File: src/rtl/sonar_ranger.sv
// sonar_ranger: trigger/echo sequencer for the ultrasonic range sensor.
// Converts echo width to centimetres, with timeout and a recovery gap.
module sonar_ranger #(
  parameter int TRIG_CYCLES    = 500,
  parameter int CYC_PER_CM     = 2900,
  parameter int TIMEOUT_CYCLES = 1900000,
  parameter int RECOVER_CYCLES = 500000,
  parameter int DIST_W         = 9
) (
  input  logic              clk,
  input  logic              rst_n,
  input  logic              trigger,
  input  logic              echo,
  output logic              sonar_trig,
  output logic              triggerSuc,
  output logic              valid,
  output logic [DIST_W-1:0] distance,
  output logic              timeout,
  output logic              busy
);

  localparam int MAX_A = (TIMEOUT_CYCLES > RECOVER_CYCLES) ?
                         TIMEOUT_CYCLES : RECOVER_CYCLES;
  localparam int MAX_C = (MAX_A > TRIG_CYCLES) ? MAX_A : TRIG_CYCLES;
  localparam int CW    = $clog2(MAX_C) + 1;
  localparam int PW    = $clog2(CYC_PER_CM) + 1;

  localparam logic [CW-1:0] TRIG_LAST = CW'(TRIG_CYCLES - 1);
  localparam logic [CW-1:0] TO_LAST   = CW'(TIMEOUT_CYCLES - 1);
  localparam logic [CW-1:0] REC_LAST  = CW'(RECOVER_CYCLES - 1);
  localparam logic [PW-1:0] PRE_LAST  = PW'(CYC_PER_CM - 1);
  localparam logic [DIST_W-1:0] D_MAX = '1;

  typedef enum logic [2:0] {
    IDLE,
    TRIG,
    WAIT_RISE,
    MEASURE,
    RECOVER
  } state_t;

  state_t            state_q, state_d;
  logic [CW-1:0]     cnt_q, cnt_d;
  logic [1:0]        sync_q;
  logic              echo_s;
  logic [PW-1:0]     pre_q, pre_d, base_pre, pre_n;
  logic [DIST_W-1:0] dist_q, dist_d, base_dist, dist_n;
  logic              fin, fin_tmo, suc_d;
  logic              valid_q, suc_q, tmo_q;
  logic [DIST_W-1:0] dist_out_q;

  assign echo_s = sync_q[1];

  // The rising-edge cycle in WAIT_RISE is echo cycle 1, stepped from zero.
  assign base_pre  = (state_q == MEASURE) ? pre_q  : '0;
  assign base_dist = (state_q == MEASURE) ? dist_q : '0;

  always_comb begin
    pre_n  = base_pre + 1'b1;
    dist_n = base_dist;
    if (base_pre == PRE_LAST) begin
      pre_n  = '0;
      dist_n = (base_dist == D_MAX) ? base_dist : base_dist + 1'b1;
    end
  end

  always_comb begin
    state_d = state_q;
    pre_d   = pre_q;
    dist_d  = dist_q;
    fin     = 1'b0;
    fin_tmo = 1'b0;
    unique case (state_q)
      IDLE: begin
        if (trigger) state_d = TRIG;
      end
      TRIG: begin
        if (cnt_q == TRIG_LAST) state_d = WAIT_RISE;
      end
      WAIT_RISE: begin
        if (echo_s) begin
          state_d = MEASURE;
          pre_d   = pre_n;
          dist_d  = dist_n;
        end else if (cnt_q == TO_LAST) begin
          state_d = RECOVER;
          fin     = 1'b1;
          fin_tmo = 1'b1;
        end
      end
      MEASURE: begin
        if (!echo_s) begin
          state_d = RECOVER;
          fin     = 1'b1;
        end else if (cnt_q == TO_LAST) begin
          state_d = RECOVER;
          fin     = 1'b1;
          fin_tmo = 1'b1;
        end else begin
          pre_d  = pre_n;
          dist_d = dist_n;
        end
      end
      RECOVER: begin
        if (cnt_q == REC_LAST) state_d = IDLE;
      end
      default: state_d = IDLE;
    endcase
    if (state_d != state_q || state_q == IDLE) cnt_d = '0;
    else cnt_d = cnt_q + 1'b1;
    suc_d = (state_d == TRIG) && (cnt_d == TRIG_LAST);
  end

  always_ff @(posedge clk or negedge rst_n) begin
    if (!rst_n) begin
      state_q    <= IDLE;
      cnt_q      <= '0;
      sync_q     <= '0;
      pre_q      <= '0;
      dist_q     <= '0;
      valid_q    <= 1'b0;
      suc_q      <= 1'b0;
      tmo_q      <= 1'b0;
      dist_out_q <= '0;
    end else begin
      state_q <= state_d;
      cnt_q   <= cnt_d;
      sync_q  <= {sync_q[0], echo};
      pre_q   <= pre_d;
      dist_q  <= dist_d;
      valid_q <= fin;
      suc_q   <= suc_d;
      if (fin) begin
        tmo_q      <= fin_tmo;
        dist_out_q <= fin_tmo ? D_MAX : dist_d;
      end
    end
  end

  assign sonar_trig = (state_q == TRIG);
  assign busy       = (state_q != IDLE);
  assign triggerSuc = suc_q;
  assign valid      = valid_q;
  assign distance   = dist_out_q;
  assign timeout    = tmo_q;

endmodule

File: config.mk
export PLATFORM = sky130hd
export DESIGN_NAME = sonar_ranger
export DESIGN_NICKNAME = d
export VERILOG_FILES = /design/src/rtl/sonar_ranger.sv
export SDC_FILE = /design/constraint.sdc
export NUM_CORES = 1
export LEC_CHECK = 0
export BUFFER_PORTS_ARGS = -buffer_cell sky130_fd_sc_hd__buf_4
export CAP_MARGIN = 10
export CORE_UTILIZATION = 39
export CTS_BUF_LIST = sky130_fd_sc_hd__clkbuf_16
export DETAILED_ROUTE_END_ITERATION = 12
export SLEW_MARGIN = 20
export SYNTH_ARGS = -nofsm -noshare
export SYNTH_HDL_FRONTEND = slang
export SYNTH_SLANG_ARGS = --single-unit
File: constraint.sdc
create_clock -name clk -period 3.5 [get_ports clk]
set_input_delay 0.7 -clock clk [delete_from_list [all_inputs] [get_ports clk]]
set_output_delay 0.7 -clock clk [all_outputs]
set_load 0.02 [all_outputs]
# Yosys cells after proc, flatten, opt, wreduce, memory -nomap -nowiden
# Index checks and enable logic that the tools add are counted.
[classes]
mul = 0
n_shift = 0
div_mod_pow = 0
magnitude_cmp = 0
add_sub_neg = 3
reduce_logical = 6
eq_ne = 15
muxes = 28
bitwise_logic = 0
[ops]
columns = ["cell", "count"]
rows = [
  ["$mux W13", 5],
  ["$mux W9", 7],
  ["$eq A22 B9 Y1 const B", 2],
  ["$pmux W13 S2", 1],
  ["$add A22 B1 Y22 const B", 1],
  ["$eq A22 B19 Y1 const B", 1],
  ["$eq A22 B21 Y1 const B", 1],
  ["$mux W22", 1],
  ["$mux W3", 6],
  ["$pmux W9 S2", 1],
  ["$pmux W3 S5", 1],
  ["$add A13 B1 Y13 const B", 1],
  ["$eq A13 B12 Y1 const B", 1],
  ["$add A9 B1 Y9 const B", 1],
  ["$eq A9 B9 Y1 const B", 1],
  ["$eq A3 B1 Y1 const B", 2],
  ["$eq A3 B2 Y1 const B", 2],
  ["$ne A2 B2 Y1 const B", 3],
  ["$mux W1", 4],
  ["$pmux W1 S2", 2],
  ["$reduce_and A4 Y1", 1],
  ["$eq A3 B3 Y1 const B", 1],
  ["$logic_not A3 Y1", 1],
  ["$ne A3 B3 Y1", 1],
  ["4 further kinds", 4],
]
[word_totals]
in_bits = 4
romBits = 0
mem_bits_rw = 0
latch_bits = 0
out_inout_bits = 14
register_bits = 61
n_memories = 0
elab_cells = 61

# Longest topological paths before layout
# Gate-level depths: netlist (run 1).
[depth]
ltp_word = 9
ltp_mapped = 13
depth_no_buf = 9

# Least setup slack after synthesis (run 1)
# Ideal clock, no wire load.
[synth_path]
path_kind = "register to register"
from = "register state_q[0]"
to = "register pre_q[4]"
stages_incl_launch_ff = 13
arrival_ps = 2648
setup_ps = 66
required_ps = 3434
n_path_buf = 4
setup_slack_ps = 786
period_less_slack_ps = 2714
cell_sequence = "dfrtp_1 > buf_2 > and3b_1 > buf_2 > clkbuf_1 > and2_1 > ha_1 > and3b_1 > nand4_1 > clkbuf_1 > nand2_1 > or4b_1 > nand2_1"
[synth_via]
elab_chain_len = 7
word_cells_on_any_way = 15
classes_between = "add/sub: 1; eq/ne: 6; mux: 6; reduce/logical: 2"
[synth_rtl]
columns = ["element", "line", "text"]
rows = [
  ["start: declaration", "42", "state_t state_q, state_d;"],
  ["start signal: assignment", "126", "state_q <= state_d;"],
  ["$eq A3 B2 Y1", "55, 73", ""],
  ["$mux W13", "55", "assign base_pre = (state_q == MEASURE) ? pre_q : '0;"],
  ["$add A13 B1 Y13 / $eq A13 B12 Y1 (equally long branches)", "59, 61", ""],
  ["$mux W13", "61", "if (base_pre == PRE_LAST) begin"],
  ["$mux W13", "95", "end else if (cnt_q == TO_LAST) begin"],
  ["$mux W13", "92", "if (!echo_s) begin"],
  ["$pmux W13 S2", "73", "unique case (state_q)"],
  ["end signal: assignment", "129", "pre_q <= pre_d;"],
  ["end: declaration", "46", "logic [PW-1:0] pre_q, pre_d, base_pre, pre_n;"],
]
# Several ways; a longest one is shown, not always the timed one. The select of a mux whose other input is x is not followed.
# A chain may end at the register's enable or synchronous reset.

# Final worst setup path (run 1)
[layout_path]
from = "register state_q[0]"
to = "register dist_out_q[5], in the netlist distance[5]"
[layout_via]
elab_chain_len = 9
word_cells_on_any_way = 16
classes_between = "add/sub: 1; eq/ne: 4; mux: 11"
[layout_rtl]
columns = ["element", "line", "text"]
rows = [
  ["$eq A3 B2 Y1", "55, 56, 73", ""],
  ["$mux W9", "56", "assign base_dist = (state_q == MEASURE) ? dist_q : '0;"],
  ["$add A9 B1 Y9 / $eq A9 B9 Y1 (equally long branches)", "63", "dist_n = (base_dist == D_MAX) ? base_dist : base_dist + 1'b1;"],
  ["$mux W9", "63", ""],
  ["$mux W9", "61", ""],
  ["$mux W9", "95", ""],
  ["$mux W9", "92", ""],
  ["$pmux W9 S2", "73", ""],
  ["$mux W9", "135", "dist_out_q <= fin_tmo ? D_MAX : dist_d;"],
  ["end signal: assignment", "135", ""],
  ["end: declaration", "50", "logic [DIST_W-1:0] dist_out_q;"],
]
# Several ways; a longest one is shown, not always the timed one.

==> key figures, run 1 <==
Status
  • Status: complete, no violations

Critical path
  • Critical Setup Path Class: flop to flop
  • Sort of element at the end of the critical path: flop
  • Cell Chain, Critical Path: and3b_1 -> and2_1 -> ha_1 -> and3b_1 -> nand4_1 -> nor3_1 -> nand3_1 -> xor2_1 -> a2bb2oi_1
  • Data arrival time at the worst-slack endpoint: 3.09 ns
  • Logic depth of the worst register-to-register path: 9
  • Flop2flop setup slack: 0.61 ns
  • Required time reported for the critical path endpoint: 3.70 ns
  • WP buf/inv: 0
  • Crit path max-delay cell type: dfrtp_1
  • Endpoint of the lowest-slack register-to-register path: distance[5]
  • CP Launch Type: flop
  • Maximum cell stage delay along the critical path: 0.64 ns
  • Crit path max fanout: 19
  • RR Startpoint: state_q[0]
  • Top Family by Delay on Critical Path: simple AND/OR/NAND/NOR gates
  • Worst path most repeated cell: and3b_1

Placement
  • Placed wire-length estimate after detailed placement: 5410 um
  • IO buf count: 17
  • Weighted congestion at the end of routability-driven global placement: 0.817
  • DP Worst Slack: 0.665 ns

Final layout
  • Area growth, synth to finish: 12.0%
  • Area used by sequential logic in the layout: 1530 um2
  • Share of layout cells above drive strength 1: 12.6%
  • Filler Cells Inserted: 859
  • Multi-input gate area in the final layout: 1880 um2
  • Number of antenna diodes: 0
  • Number of nets in the final layout: 406

Clock tree
  • CTS H-Tree Depth: 3
  • Buffer count from post-CTS setup fixing: 0
  • CTS resizes: 0
  • Clock latency on the worst-skew pair: 0.32 ns
  • Reg clk slew, reported paths: 0.06 ns
  • Clock tree from TritonCTS: yes
  • Root buffer selected by CTS: clkbuf_16
  • Num CTS Buffers: 9
  • Num Clock Sinks: 61
  • Longest Clk Path Bufs: 2
  • Number of buffers inserted by hold repair at cts: 0

STA
  • Final-report hold violation count: 0
  • Setup Skew: 0.00669 ns
  • Worst slew pin tran: 0.777 ns
  • Time the final worst path needs with I/O delays and setup: 2.89 ns
  • Final setup violation count: 0
  • Max Slew Vio Count: 0
  • Headroom to the max-slew limit: 48.2%
  • Share of the cycle needed by the critical path after routing: 82.6%
  • Setup repair after global routing missed its margin: false
  • Maximum operating frequency: 346 MHz
  • Post-route setup TNS: 0 ns
  • Slack of the critical path: 0.608 ns

Drt
  • Avg Vias per Cell: 5.76
  • Average wire per standard cell: 15.8 um
  • Initial detailed-routing violation count: 199
  • Total vias in the final route: 2,950
  • Total wirelength of the detailed-routed design: 8070 um
  • First drt pass iteration count: 4
  • Antenna-violating nets left: 0
  • DRC Markers: 0

Global routing
  • Initial antenna violation count: 0
  • Total routing usage reported by global routing: 17.9%
  • Number of global-route vias before repair: 2,935
  • Wire length of the first global-routing pass: 14,000 um
  • Remaining global-route overflow: 0
  • Pin count of the biggest net entering global routing: 62

Worst hold path
  • Hold depth: 0
  • Tightest Hold Check Type: flop to flop
  • Hold Startpoint: sync_q[0]
  • WHS Endpoint: sync_q[1]

Yosys
  • Most area-hungry cell type in the Yosys netlist: dfrtp_1
  • Post-Synthesis Cell Area: 3620 um2
  • Yosys cell types: 68
  • Net count after synthesis: 401
  • Number of flops mapped to enable cells by yosys: 0
  • Top flip-flop cell by instance count after synthesis: dfrtp_1
  • Most used standard cells in the synthesized netlist: dfrtp_1 (61), nor2_1 (46), nand2_1 (42), o21ai_0 (24), nand3_1 (19)
  • Syn. warnings: 0
  • Synth Area per Inst: 9.19 um2
  • Register area share after synthesis: 42.2%
  • Leading cell type by number of instances after synthesis: dfrtp_1
  • Syn Inst Count: 394
  • Fraction of registers with async set or reset after synthesis: 100%
  • Top cell type's share of synthesized area: 42.2%
  • Dominant cells by area after synthesis: dfrtp_1 (42%), nor2_1 (4.8%), nand2_1 (4.4%), o21ai_0 (3.3%), xor2_1 (3.1%)
  • Synthesis-stage register bit count: 61

Die
  • Die width: 98.3 um
  • Count of boundary I/O pins: 18
  • Cell row count: 34
  • Total Die Area: 9670 um2
  • Die height: 98.3 um
  • Effective utilization at floorplan: 40.9%
  • CORE AREA: 8850 um2

Power and ir drop
  • Leak pwr: 0.00175 uW
  • Worst-case vdd ir drop: 0.000296 V
  • Power density of the placed cells: 494 nW/um2

Flow run
  • Number of max-capacitance violations reported: 0
stage by stage:
| step | util (%) | hold WS [ns] | instances | power (uW) | cell area [um2] |
|---|---|---|---|---|---|
| after detailed placement | 42.0 | 0.347 | 496 | 1010 | 3710 |
| after global routing | 45.8 | 0.356 | 512 | 2100 | 4060 |
| after CTS | 45.8 | 0.351 | 512 | 2030 | 4060 |
| after global placement | 42.0 | 0.337 | 496 | 1000 | 3710 |
| after floorplan | - | 0.331 | 394 | 987 | 3620 |
| final | 45.8 | 0.348 | 512 | 2000 | 4060 |
cells in the final DEF, fill, tap and decap left out, types with 4 or more instances in the layout:
cell type	synthesis	layout
and4_1	4	4
dfrtp_1	61	61
nand3_1	19	19
clkbuf_16	0	9
nor4_1	9	9
nor3_1	15	15
o31ai_1	5	5
nand2_1	42	42
xor2_1	13	13
xnor2_1	12	12
o21ai_0	24	24
o22a_1	8	8
buf_4	7	19
and3_1	9	9
and2_1	5	5
a31oi_1	4	4
nand4_1	8	8
nand2b_1	4	4
nor2_1	46	46
inv_1	7	8
a21oi_1	12	12
cells by family after synthesis:
kind of cell	count (synthesis)	share of synthesized area, %
adder cells (fa/ha/maj)	4	1.35
multiplexers	1	0.277
AND/OR/NAND/NOR	192	29.2
flip-flops	61	42.2
XOR/XNOR	25	6.05
buffers and inverters	32	5.77
AO/OA/AOI/OAI	79	15.1
per-layer routing:
layer  global-route usage [%]  part of all wire [%]  vias up
met5                        0                     0        -
met4                     5.05                  0.90        0
met3                     4.65                   2.6        6
met2                     29.0                    48       39
met1                     23.6                    48     1456
li1                         -                     -     1449
flip-flops by register name, summed over array words and instances (netlist names):
register and flops:
cnt_q 22, dist_q 9, distance 9, pre_q 13, state_q 3, sync_q 2, timeout 1, triggerSuc 1
valid 1
layout make-up:
| class | instances | share of cell area (%) |
|---|---|---|
| multi-input cells | 301 | 46.5 |
| flip-flops and latches | 61 | 37.6 |
| clock buffers | 9 | 5.55 |
| repair buffers | 19 | 3.52 |
| well taps | 108 | 3.33 |
| clock inverters | 7 | 2.84 |
| inverters | 7 | 0.648 |
where the power goes:
group | internal (uW) | switching, uW | leakage [uW] | total [uW]
sequential | 746 | 87.5 | 0.000829 | 834
clock | 692 | 312 | 0.000167 | 1000
combinational | 70.3 | 92.6 | 0.000759 | 163
worst max path at each step:
stage               startpoint  slack, ns     endpoint  depth (start not counted)
finish              state_q[0]       0.61  distance[5]                          9
global placement    state_q[0]       0.79  distance[5]                          9
CTS                 state_q[0]       0.65  distance[5]                          9
global route        state_q[0]       0.35    pre_q[11]                          9
floorplan           state_q[0]       0.79     pre_q[4]                         12
detailed placement  state_q[0]       0.67  distance[5]                          9
No activity file was read; power rests on OpenSTA's default activity.
==> run 2, diff against run 1 <==
==> constraint.sdc (replaced) <==
create_clock -name clk -period 2.76 [get_ports clk]
set_input_delay 0.552 -clock clk [delete_from_list [all_inputs] [get_ports clk]]
set_output_delay 0.552 -clock clk [all_outputs]
set_load 0.02 [all_outputs]
==> run 2 against run 1 <==
Against the previous run: combinational power increased by 36%; highest routed layer unchanged; clock power rose by 22%; first-iteration DRC count decreased by 37%; largest power group unchanged.
==> key figures, run 2 (synthesis results as in run 1) <==
Clock tree
  • Num Clock Sinks: 61
  • Num CTS Buffers: 9
  • Reg clk slew, reported paths: 0.06 ns
  • CTS resizes: 0
  • Clock latency on the worst-skew pair: 0.33 ns
  • Number of buffers inserted by hold repair at cts: 0
  • CTS H-Tree Depth: 3
  • Root buffer selected by CTS: clkbuf_16
  • Longest Clk Path Bufs: 2
  • Buffer count from post-CTS setup fixing: 0
  • Clock tree from TritonCTS: yes

STA
  • Headroom to the max-slew limit: 49.5%
  • Post-route setup TNS: 0 ns
  • Final setup violation count: 0
  • Setup Skew: 0.00747 ns
  • WHS: 0.299 ns
  • Time the final worst path needs with I/O delays and setup: 2.42 ns
  • Worst slew pin tran: 0.758 ns
  • Max Slew Vio Count: 0
  • Setup repair after global routing missed its margin: false
  • Maximum operating frequency: 413 MHz
  • Share of the cycle needed by the critical path after routing: 87.7%
  • Final-report hold violation count: 0

Global routing
  • Pin count of the biggest net entering global routing: 62
  • Initial antenna violation count: 0
  • Number of global-route vias before repair: 2,976
  • Wire length of the first global-routing pass: 14,400 um
  • Remaining global-route overflow: 0
  • Total routing usage reported by global routing: 18.7%

Drt
  • Average wire per standard cell: 16.1 um
  • Total wirelength of the detailed-routed design: 8340 um
  • DRC Markers: 0
  • Initial detailed-routing violation count: 126
  • Avg Vias per Cell: 5.78
  • Antenna-violating nets left: 0
  • Total vias in the final route: 3,000
  • First drt pass iteration count: 4

Final layout
  • Number of nets in the final layout: 413
  • Number of antenna diodes: 0
  • Share of layout cells above drive strength 1: 14.4%
  • Final core utilization: 46.2%
  • Multi-input gate area in the final layout: 1880 um2
  • Filler Cells Inserted: 862
  • Largest register by flop count: cnt_q
  • Most common cell after layout, fill and taps aside: dfrtp_1
  • Area used by sequential logic in the layout: 1530 um2
  • Number of flip-flops in the largest register: 22
  • Final Instance Area: 4090 um2
  • Top library cells by usage in the layout, fill and taps aside: dfrtp_1 (61), nor2_1 (46), nand2_1 (42)
  • Biggest registers after layout: cnt_q x22, pre_q x13
  • Area growth, synth to finish: 13.0%

Power and ir drop
  • Worst-case vdd ir drop: 0.000409 V
  • Power density of the placed cells: 612 nW/um2
  • Cell-internal power: 1840 uW
  • Sequential share of power: 42.3%
  • Clock network power share: 48.8%
  • Switching power share of the total: 26.6%
  • Combinational share of power: 8.8%
  • Net switching component of the power: 666 uW
  • Leak pwr: 0.00178 uW

Flow run
  • Number of max-capacitance violations reported: 0

Placement
  • Placed wire-length estimate after detailed placement: 5810 um
  • Weighted congestion at the end of routability-driven global placement: 0.848
  • IO buf count: 17
  • Post-Place Cell Area: 3770 um2

Die
  • Die width: 98.3 um
  • Cell row count: 34
  • Die height: 98.3 um
  • CORE AREA: 8850 um2
  • Effective utilization at floorplan: 40.9%
  • Total Die Area: 9670 um2
  • Count of boundary I/O pins: 18

Critical path
  • Crit path max fanout: 12
  • RR Startpoint: cnt_q[8]
  • Sort of element at the end of the critical path: flop
  • Logic depth of the worst register-to-register path: 6
  • Top Family by Delay on Critical Path: simple AND/OR/NAND/NOR gates
  • Flop2flop setup slack: 0.34 ns
  • Data arrival time at the worst-slack endpoint: 2.67 ns
  • Cell Chain, Critical Path: nor3b_1 -> and4_1 -> nand2_2 -> maj3_2 -> nor2_2 -> a2bb2oi_1
  • Required time reported for the critical path endpoint: 3.01 ns
  • Crit path max-delay cell type: dfrtp_1
  • Endpoint of the lowest-slack register-to-register path: distance[6]
  • WP buf/inv: 0
  • CP Launch Type: flop
  • Maximum cell stage delay along the critical path: 0.46 ns
  • Critical Setup Path Class: flop to flop

Status
  • Status: complete, no violations

Worst hold path
  • Tightest Hold Check Type: input port to asynchronous set/reset pin
## run 2: cell types whose count changed in the layout (fill, tap and decap cells not counted)
cell       before  now
clkinv_4        1    2
bufinv_16       3    2
inv_6           0    1
buf_4          19   26
inv_1           8    7
## run 2: worst max-delay path by stage
stage	cells after the start	startpoint	to	slack [ns]
floorplan	12	state_q[0]	pre_q[4]	0.05
global placement	7	cnt_q[0]	distance[6]	0.34
detailed placement	7	cnt_q[0]	distance[5]	0.35
CTS	6	cnt_q[8]	distance[6]	0.32
global route	7	cnt_q[0]	pre_q[12]	0.1
finish	6	cnt_q[8]	distance[6]	0.34
## run 2: cell type report
class                      count  area share [%]
tap                          108            3.30
sequential                    61            37.3
clock buffer                   9            5.50
clock inverter                 7            2.42
multi-input combinational    301            46.1
timing repair buffer          26            4.77
inverter                       7           0.642
## run 2: through the flow
step / instances / worst slack, ns / power [uW]
floorplan: 394 / 0.0462 / 1250
global placement: 503 / 0.343 / 1290
detailed placement: 503 / 0.349 / 1290
CTS: 519 / 0.324 / 2530
global route: 519 / 0.0996 / 2620
finish: 519 / 0.341 / 2510
## run 2: routing by layer
metal | GRT usage [%] | up-vias | wire [um]
met5 | 0 | - | 0
li1 | - | 1463 | -
met1 | 23.2 | 1482 | 3780
met3 | 4.80 | 11 | 218
met4 | 8.38 | 0 | 137
met2 | 30.8 | 44 | 4200
## run 2: power by group through the flow
stage | combinational (uW) | clock [uW] | sequential [uW]
finish | 222 | 1220 | 1060
detailed placement | 223 | 0 | 1070
floorplan | 257 | 0 | 995
CTS | 223 | 1250 | 1060
global placement | 217 | 0 | 1070
global route | 256 | 1290 | 1070
